<file path="src/rtl/bfu_array_if.sv">
// Handshake and data bundle for the Kyber butterfly array.
// The slave modport belongs to the array and the master modport to the sequencer.
interface bfu_array_if #(
  parameter int LANES = 2,
  parameter int TAG_W = 8
);
  logic                  i_valid;
  logic                  o_ready;
  logic                  i_intt;
  logic [TAG_W-1:0]      i_tag;
  logic [16*LANES-1:0]   i_a;
  logic [16*LANES-1:0]   i_b;
  logic [16*LANES-1:0]   i_twiddle;
  logic                  o_valid;
  logic                  i_ready;
  logic [TAG_W-1:0]      o_tag;
  logic [16*LANES-1:0]   o_a;
  logic [16*LANES-1:0]   o_b;

  modport slave (
    input  i_valid, i_intt, i_tag, i_a, i_b, i_twiddle, i_ready,
    output o_ready, o_valid, o_tag, o_a, o_b
  );

  modport master (
    output i_valid, i_intt, i_tag, i_a, i_b, i_twiddle, i_ready,
    input  o_ready, o_valid, o_tag, o_a, o_b
  );
endinterface

</file>
<file path="src/rtl/bfu_array.sv">
// LANES-wide 4-stage Kyber butterfly array (CT for NTT, GS for INTT) with
// Montgomery reduction; a single global enable stalls the whole pipeline.
module bfu_array #(
  parameter int                 LANES = 2,
  parameter logic signed [15:0] Q     = 16'sd3329,
  parameter logic signed [15:0] QINV  = -16'sd3327,
  parameter int                 TAG_W = 8
) (
  input  logic       i_clk,
  input  logic       i_rst_n,
  bfu_array_if.slave bus
);
  logic                  w_en;
  logic                  w_acc;
  logic [3:0]            r_vld;
  logic [2:0]            r_intt;
  logic [3:0][TAG_W-1:0] r_tag;

  // Bring a value from (-2Q,2Q) back into (-Q,Q) with one conditional correction.
  function automatic logic signed [15:0] fix(input logic signed [17:0] x);
    logic signed [17:0] q18;
    q18 = 18'(Q);
    if (x >= q18)
      return 16'(x - q18);
    else if (x <= -q18)
      return 16'(x + q18);
    return 16'(x);
  endfunction

  assign w_en        = ~r_vld[3] | bus.i_ready;
  assign w_acc       = bus.i_valid & w_en;
  assign bus.o_ready = w_en;
  assign bus.o_valid = r_vld[3];
  assign bus.o_tag   = r_tag[3];

  always_ff @(posedge i_clk or negedge i_rst_n) begin
    if (!i_rst_n) begin
      r_vld  <= '0;
      r_intt <= '0;
      r_tag  <= '0;
    end else if (w_en) begin
      r_vld  <= {r_vld[2:0], w_acc};
      r_intt <= {r_intt[1:0], bus.i_intt};
      r_tag  <= {r_tag[2:0], bus.i_tag};
    end
  end

  for (genvar gi = 0; gi < LANES; gi++) begin : g_lane
    logic signed [15:0] w_a, w_b, w_z;
    logic signed [16:0] w_s1_a, w_s1_b;
    logic signed [31:0] w_p;
    logic        [15:0] w_t;
    logic signed [47:0] w_d;
    logic signed [15:0] w_r;
    logic signed [16:0] r_s1_a, r_s1_b, r_s2_a, r_s3_a;
    logic signed [15:0] r_s1_z, r_s3_t, r_o_a, r_o_b;
    logic signed [31:0] r_s2_p, r_s3_p;

    assign w_a = bus.i_a[16*gi +: 16];
    assign w_b = bus.i_b[16*gi +: 16];
    assign w_z = bus.i_twiddle[16*gi +: 16];

    // GS does its add/sub before the multiply, so S1 already holds a+b and b-a.
    assign w_s1_a = bus.i_intt ? 17'(w_a) + 17'(w_b) : 17'(w_a);
    assign w_s1_b = bus.i_intt ? 17'(w_b) - 17'(w_a) : 17'(w_b);
    assign w_p    = 32'(r_s1_b) * 32'(r_s1_z);
    assign w_t    = r_s2_p[15:0] * QINV;
    // Low 16 bits of p - t*Q are zero by construction of t.
    assign w_d    = 48'(r_s3_p) - 48'(r_s3_t) * 48'(Q);
    assign w_r    = 16'(w_d >>> 16);

    always_ff @(posedge i_clk or negedge i_rst_n) begin
      if (!i_rst_n) begin
        r_s1_a <= '0;
        r_s1_b <= '0;
        r_s1_z <= '0;
        r_s2_a <= '0;
        r_s2_p <= '0;
        r_s3_a <= '0;
        r_s3_p <= '0;
        r_s3_t <= '0;
        r_o_a  <= '0;
        r_o_b  <= '0;
      end else if (w_en) begin
        r_s1_a <= w_s1_a;
        r_s1_b <= w_s1_b;
        r_s1_z <= w_z;
        r_s2_a <= r_s1_a;
        r_s2_p <= w_p;
        r_s3_a <= r_s2_a;
        r_s3_p <= r_s2_p;
        r_s3_t <= w_t;
        if (r_intt[2]) begin
          r_o_a <= fix(18'(r_s3_a));
          r_o_b <= w_r;
        end else begin
          r_o_a <= fix(18'(r_s3_a) + 18'(w_r));
          r_o_b <= fix(18'(r_s3_a) - 18'(w_r));
        end
      end
    end

    assign bus.o_a[16*gi +: 16] = r_o_a;
    assign bus.o_b[16*gi +: 16] = r_o_b;
  end
endmodule

</file>
<file path="src/flat_wrapper.sv">
// flat-port wrapper written by rule: the top's interface ports become plain ports
module bfu_array_flat 
#(
  parameter int                 LANES = 2,
  parameter logic signed [15:0] Q     = 16'sd3329,
  parameter logic signed [15:0] QINV  = -16'sd3327,
  parameter int                 TAG_W = 8
)
  (i_clk, i_rst_n, bus_i_valid, bus_i_intt, bus_i_tag, bus_i_a, bus_i_b, bus_i_twiddle, bus_i_ready, bus_o_ready, bus_o_valid, bus_o_tag, bus_o_a, bus_o_b);
  bfu_array_if #(.LANES(LANES), .TAG_W(TAG_W)) bus_i ();
  input  logic i_clk;
  input  logic i_rst_n;
  input wire logic [$bits(bus_i.i_valid)-1:0] bus_i_valid;
  input wire logic [$bits(bus_i.i_intt)-1:0] bus_i_intt;
  input wire logic [$bits(bus_i.i_tag)-1:0] bus_i_tag;
  input wire logic [$bits(bus_i.i_a)-1:0] bus_i_a;
  input wire logic [$bits(bus_i.i_b)-1:0] bus_i_b;
  input wire logic [$bits(bus_i.i_twiddle)-1:0] bus_i_twiddle;
  input wire logic [$bits(bus_i.i_ready)-1:0] bus_i_ready;
  output wire logic [$bits(bus_i.o_ready)-1:0] bus_o_ready;
  output wire logic [$bits(bus_i.o_valid)-1:0] bus_o_valid;
  output wire logic [$bits(bus_i.o_tag)-1:0] bus_o_tag;
  output wire logic [$bits(bus_i.o_a)-1:0] bus_o_a;
  output wire logic [$bits(bus_i.o_b)-1:0] bus_o_b;
  assign bus_i.i_valid = bus_i_valid;
  assign bus_i.i_intt = bus_i_intt;
  assign bus_i.i_tag = bus_i_tag;
  assign bus_i.i_a = bus_i_a;
  assign bus_i.i_b = bus_i_b;
  assign bus_i.i_twiddle = bus_i_twiddle;
  assign bus_i.i_ready = bus_i_ready;
  assign bus_o_ready = bus_i.o_ready;
  assign bus_o_valid = bus_i.o_valid;
  assign bus_o_tag = bus_i.o_tag;
  assign bus_o_a = bus_i.o_a;
  assign bus_o_b = bus_i.o_b;
  bfu_array #(.LANES(LANES), .Q(Q), .QINV(QINV), .TAG_W(TAG_W)) u_core (.i_clk(i_clk), .i_rst_n(i_rst_n), .bus(bus_i));
endmodule
</file>
<file path="config.mk">
export PLATFORM = sky130hd
export DESIGN_NAME = bfu_array_flat
export DESIGN_NICKNAME = d
export VERILOG_FILES = /design/src/rtl/bfu_array_if.sv /design/src/rtl/bfu_array.sv /design/src/flat_wrapper.sv
export SDC_FILE = /design/constraint.sdc
export NUM_CORES = 2
export LEC_CHECK = 0
export CORE_ASPECT_RATIO = 0.75
export CORE_UTILIZATION = 30
export CTS_CLUSTER_SIZE = 14
export DETAILED_ROUTE_END_ITERATION = 16
export SLEW_MARGIN = 0
export SYNTH_ARGS = -nofsm -noshare
export SYNTH_HDL_FRONTEND = slang
export SYNTH_SLANG_ARGS = --single-unit
</file>
<file path="constraint.sdc">
create_clock -name i_clk -period 16.17 [get_ports i_clk]
set_input_delay 4.0425 -clock i_clk [delete_from_list [all_inputs] [get_ports i_clk]]
set_output_delay 4.0425 -clock i_clk [all_outputs]
set_load 0.02 [all_outputs]
</file>
======== After elaboration in Yosys (flattened, before gate mapping) ========
Cells that the tools add are included.
storage, ports and cells
  logic and storage cells ................. 119
  register bits after elaboration ......... 431
  output and inout bits ................... 74
  input port bits ......................... 109
operators by class
  mux-type cells .......................... 50
  bitwise operators ....................... 3
  $add $sub $neg .......................... 22
  $mul .................................... 6
  magnitude comparators ................... 12
operators with widths
  operator                                                number
  two-way mux 16 bit                                      22
  adder 16 x 13 -> 16 bit (second input constant)         6
  subtractor 16 x 13 -> 16 bit (second input constant)    6
  >= comparator 18 x 13 -> 1 bit (second input constant)  4
  <= comparator 18 x 13 -> 1 bit (second input constant)  4
  two-way mux 17 bit                                      4
  multiplier 17 x 16 -> 32 bit                            2
  subtractor 32 x 29 -> 32 bit                            2
  multiplier 16 x 13 -> 29 bit (second input constant)    2
  adder 17 x 16 -> 18 bit                                 2
  subtractor 17 x 16 -> 18 bit                            2
  adder 16 x 16 -> 17 bit                                 2
  >= comparator 17 x 13 -> 1 bit (second input constant)  2
  <= comparator 17 x 13 -> 1 bit (second input constant)  2
  subtractor 16 x 16 -> 17 bit                            2
  multiplier 16 x 13 -> 16 bit (second input constant)    2
  two-way mux 1 bit                                       24
  bitwise AND 1 bit                                       1
  inverter 1 bit                                          1
  OR 1 bit                                                1

======== Depth between registers and ports, before layout ========
  word-level depth ........................ 10
  depth in mapped cells ................... 47
  mapped depth without buffers ............ 45

======== Worst setup path after synthesis ========
OpenSTA, ideal clock, no wires.
  path type ............................... register to register
  from .................................... reg u_core.g_lane[0].r_s3_p[1]
  to ...................................... reg u_core.g_lane[0].r_o_a[15]
  data required time ...................... 16.032 ns
  library setup time ...................... 0.138 ns
  slack ................................... 6.303 ns
  data arrival time ....................... 9.729 ns
  cell stages (with the launch flop) ...... 43
  path buffers ............................ 1
  path through ............................ dfrtp_1 inv_1 ha_1 inv_1 ha_1 inv_1 fa_1 fa_1 inv_1 ha_1 fa_1 inv_1 ha_1 a21oi_1 nand3_1 o211ai_1 a21boi_0 o21a_1 [7 not listed] a211oi_1 a211oi_1 a31o_1 a311o_1 xnor2_1 a31oi_1 ha_1 nor2b_1 o21a_1 o21ai_0 a211oi_1 a2111oi_0 o41ai_1 a21o_1 a21oi_1 mux2i_1 xnor2_1 a21oi_1
on the way
  cells in the longest elaborated chain, start to end .. 9
ends and longest elaborated chain
  element                           RTL line         text
  start: declaration                bfu_array.sv:57  logic signed [31:0] r_s2_p, r_s3_p;
  start signal: assignment          bfu_array.sv:91  r_s3_p <= r_s2_p;
  subtractor 32 x 29 -> 32 bit (*)  bfu_array.sv:69  assign w_d = 48'(r_s3_p) - 48'(r_s3_t) * 48'(Q);
  adder 17 x 16 -> 18 bit (*)       bfu_array.sv:97  r_o_a <= fix(18'(r_s3_a) + 18'(w_r));
  <= comparator 18 x 13 -> 1 bit    bfu_array.sv:25  else if (x <= -q18)
  two-way mux 1 bit                 bfu_array.sv:25
  two-way mux 1 bit                 bfu_array.sv:23  if (x >= q18)
  two-way mux 1 bit                 bfu_array.sv:93  if (r_intt[2]) begin
  two-way mux 1 bit                 bfu_array.sv:84  end else if (w_en) begin
  two-way mux 16 bit (*)            bfu_array.sv:27  return 16'(x);
  two-way mux 16 bit (*)            bfu_array.sv:93
  end signal: assignment            bfu_array.sv:94  r_o_a <= fix(18'(r_s3_a));
  end signal: assignment            bfu_array.sv:97
  end: declaration                  bfu_array.sv:56  logic signed [15:0] r_s1_z, r_s3_t, r_o_a, r_o_b;
Every way passes the cells marked *; elsewhere a longest branch is shown, timed or not. The select of a mux whose other input is x is not followed.
A chain may end at the register's enable or synchronous reset.

======== Worst setup path after layout ========
  from .................................... reg u_core.g_lane[1].r_s3_p[1]
  to ...................................... reg u_core.g_lane[1].r_o_b[15]
on the way
  cells in the longest elaborated chain, start to end .. 9
ends and longest elaborated chain
  element                           RTL line         text
  start: declaration                bfu_array.sv:57
  start signal: assignment          bfu_array.sv:91
  subtractor 32 x 29 -> 32 bit (*)  bfu_array.sv:69
  subtractor 17 x 16 -> 18 bit      bfu_array.sv:98  r_o_b <= fix(18'(r_s3_a) - 18'(w_r));
  <= comparator 18 x 13 -> 1 bit    bfu_array.sv:25
  two-way mux 1 bit                 bfu_array.sv:25
  two-way mux 1 bit                 bfu_array.sv:23
  two-way mux 1 bit                 bfu_array.sv:93
  two-way mux 1 bit                 bfu_array.sv:84
  two-way mux 16 bit                bfu_array.sv:27
  two-way mux 16 bit (*)            bfu_array.sv:93
  end signal: assignment            bfu_array.sv:95  r_o_b <= w_r;
  end signal: assignment            bfu_array.sv:98
  end: declaration                  bfu_array.sv:56
Marks and branches as above.

==> results.py <==
metrics = {
    "cts": {
        "cts_buffer_depth": 3,
        "clock_latency_ps": 660,
        "cts.clk_slew.worst_paths_ps": 60,
        "numCtsBuffers": 53,
        "hold_buffers": 0,
        "cts_resized": 0,
        "ctsHtreeMaxLevel": 2,
        "cts_tree": "built",
        "cts_setup_buffers": 0,
        "clock_sinks": 415,
        "clock-root-buffer": "clkbuf_16",
    },
    "routing": {
        "post-route-drc-count": 0,
        "routedWlPerCell_um": 17.54,
        "ant_nets": 0,
        "drt_iter0_markers": 2974,
        "wl_um": 158600,
        "vias": 43300,
        "firstDrtPassIters": 10,
        "avgViaCountPerCell": 4.790,
    },
    "timing": {
        "setup-tns-final_ps": 0,
        "rsz0062_at_grt": "no",
        "hold_violations": 0,
        "skew_ps": 41.54,
        "relSlewSlack": 0.1167,
        "report.final.slew_viol_count": 0,
        "fin_crit_ps": 11400,
        "timing.final.crit_share": 0.7052,
        "setup_viol": 0,
        "tightestPinTransition_ps": 1325,
        "fmax_mhz": 87.69,
    },
    "global_routing": {
        "overflow": 0,
        "grt_pass1_vias": 43520,
        "grt_max_degree": 158,
        "grt_antenna_before_repair": 12,
        "track_usage": 0.1685,
        "grt_first_pass_wirelength_um": 251600,
    },
    "critical_path": {
        "startpoint": "u_core.g_lane[1].r_s3_p[1]",
        "critPathMaxFanout": 12,
        "crit_slowest_cell": "a2111oi_0",
        "endpoint_kind": "flip-flop",
        "r2r_cells": 43,
        "crit_top_cell": "inv_1",
        "required_ps": 16700,
        "critPathArrivalTime_ps": 11940,
        "r2r_end": "u_core.g_lane[1].r_o_b[15]",
        "rrSetupSlack_ps": 4770,
        "worstReg2RegStart": "u_core.g_lane[1].r_s3_p[1]",
        "cpPeakStageDelay_ps": 650,
        "startpoint_type": "flip-flop",
        "crit_type": "reg -> reg",
    },
    "synth": {
        "syn_nets": 7937,
        "synth_cells": 6478,
        "ys.flop_type": "dfrtp_1",
        "ys_warn_count": 0,
        "ys_seq_elements": 415,
        "synthDistinctLibCells": 88,
        "async_reset_ff_frac": 1.000,
        "synth_edf_count": 0,
        "syn_area_per_cell_um2": 8.663,
        "seq_area_frac_synth": 0.1851,
        "syn_area_um2": 56120,
    },
    "cells_and_area": {
        "nets": 7953,
        "drive_gt1_frac": 0.02586,
        "multiInputGateArea_um2": 40480,
        "regArea_um2": 10390,
        "fillers": 19300,
        "area_growth_pct": 10.76,
    },
    "floorplanning": {
        "placementRows": 137,
        "die_area_um2": 188800,
        "num_io_pins": 183,
        "core_area_um2": 185800,
        "dieWidth_um": 501.4,
        "dieHeight_um": 376.6,
        "start_util": 0.3020,
    },
    "min_path": {
        "worstHoldPathCells": 2,
        "holdPathEnd": "u_core.g_lane[0].r_s3_p[19]",
        "hold_start": "u_core.g_lane[0].r_s2_p[19]",
        "worstHoldPathType": "reg -> reg",
    },
    "place": {
        "hpwl_um": 125400,
        "io_buffers": 182,
        "gp_routability_congestion": 0.9114,
    },
    "status": {
        "status": "finished clean",
    },
    "run": {
        "max_cap_violations": 0,
    },
}
through the flow:
stage | cells | hold WS (ps) | setup WS [ps] | area [um2] | util
after CTS | 9038 | 464.0 | 4929 | 62150 | 0.3345
after global routing | 9039 | 490.1 | 3776 | 62160 | 0.3345
after detailed placement | 8941 | 455.5 | 4960 | 60310 | 0.3246
after floorplan | 6478 | 430.0 | 6303 | 56120 | -
final | 9039 | 463.6 | 4767 | 62160 | 0.3345
after global placement | 8941 | 448.5 | 5335 | 60310 | 0.3246
registers in the layout, indices dropped and copies added (netlist names):
| signal | cells |
|---|---|
| u_core.g_lane.r_s2_p | 64 |
| u_core.g_lane.r_s3_p | 64 |
| u_core.g_lane.r_s1_a | 34 |
| u_core.g_lane.r_s1_b | 34 |
| u_core.g_lane.r_s2_a | 34 |
| u_core.g_lane.r_s3_a | 34 |
| u_core.g_lane.r_o_a | 32 |
| u_core.g_lane.r_o_b | 32 |
| u_core.g_lane.r_s1_z | 32 |
| u_core.r_tag | 24 |
| u_core.g_lane.r_s3_t | 16 |
| u_core.bus.o_tag | 8 |
| u_core.r_vld | 4 |
| u_core.r_intt | 3 |
layer usage:
| metal | GRT usage | vias up | routed length (um) | part of all wire |
|---|---|---|---|---|
| li1 | - | 20730 | - | - |
| met1 | 0.2547 | 21210 | 79620 | 0.50 |
| met2 | 0.2503 | 1172 | 66420 | 0.42 |
| met3 | 0.02441 | 179 | 9160 | 0.058 |
| met4 | 0.03739 | 8 | 3328 | 0.021 |
| met5 | 0 | - | 46 | 0.00029 |
worst max-delay path by stage:
stage                                 end  cells past startpoint  slack, ps
2_1_floorplan  u_core.g_lane[0].r_o_a[15]                     42       6300
3_3_place_gp   u_core.g_lane[1].r_o_b[15]                     44       5330
3_5_place_dp   u_core.g_lane[1].r_o_b[15]                     44       4960
4_1_cts        u_core.g_lane[1].r_o_b[15]                     44       4930
5_1_grt        u_core.g_lane[1].r_o_b[15]                     44       3780
6_report       u_core.g_lane[1].r_o_b[15]                     43       4770
cells by family (layout without fill, tap and decap cells):
group | after synthesis | count (layout) | share of synthesized area
other | 0 | 1 | 0
AND/OR/NAND/NOR | 1907 | 1907 | 0.1544
XOR/XNOR | 304 | 304 | 0.04745
multiplexers | 68 | 68 | 0.01249
flip-flops | 415 | 415 | 0.1851
buffers and inverters | 1384 | 1442 | 0.09380
adder cells (fa/ha/maj) | 1350 | 1350 | 0.3901
AO/OA/AOI/OAI | 1050 | 1050 | 0.1167
cell usage after synthesis (78+ instances only):
cell type	n	area, um2
a21o_1	78	585.6
a21oi_1	316	1582
and2_1	231	1445
clkbuf_1	196	735.7
dfrtp_1	415	10380
fa_1	666	13330
ha_1	684	8558
inv_1	1132	4249
nand2_1	1028	3859
nor2_1	240	900.9
o21ai_0	263	1316
xnor2_1	223	1953
xor2_1	81	709.4
layout by cell type (no fill, tap or decap), types with 20 or more instances in the layout:
cell type and n:
o211ai_1 20, or3_1 40, fa_1 666, buf_4 23, nand2b_1 63, a211oi_1 30, clkdlybuf4s50_1 180, nor3_1 77
o21a_1 40, xor2_1 81, o31ai_1 21, nor2b_1 50, a21o_1 78, nand2_1 1028, clkbuf_16 53, inv_1 1131
nand3_1 51, o22ai_1 32, o21bai_1 41, o21ai_0 263, a21oi_1 316, and2_1 231, xnor2_1 223, nor2_1 239
and3_1 32, mux2i_1 61, a31oi_1 35, ha_1 684, dfrtp_1 415
worst max-delay path, delay by kind of cell (launching register included):
kind,cells,cell delay [ps]
AND/OR/NAND/NOR,5,1280
multiplexers,1,110
AO/OA/AOI/OAI,20,5220
flip-flops,1,490
adder cells (fa/ha/maj),9,3140
buffers and inverters,7,580
XOR/XNOR,1,430
cell type report:
class | count | share of cell area
diodes | 1 | 0.00004026
inverters | 1138 | 0.06884
flip-flops and latches | 415 | 0.1671
well taps | 2502 | 0.05036
repair buffers | 207 | 0.03273
multi-input cells | 4679 | 0.6513
clock inverters | 32 | 0.006119
clock buffers | 65 | 0.02351
Power is not shown: default switching activity piles up to over one toggle a cycle in this logic, so the estimate is an artifact.
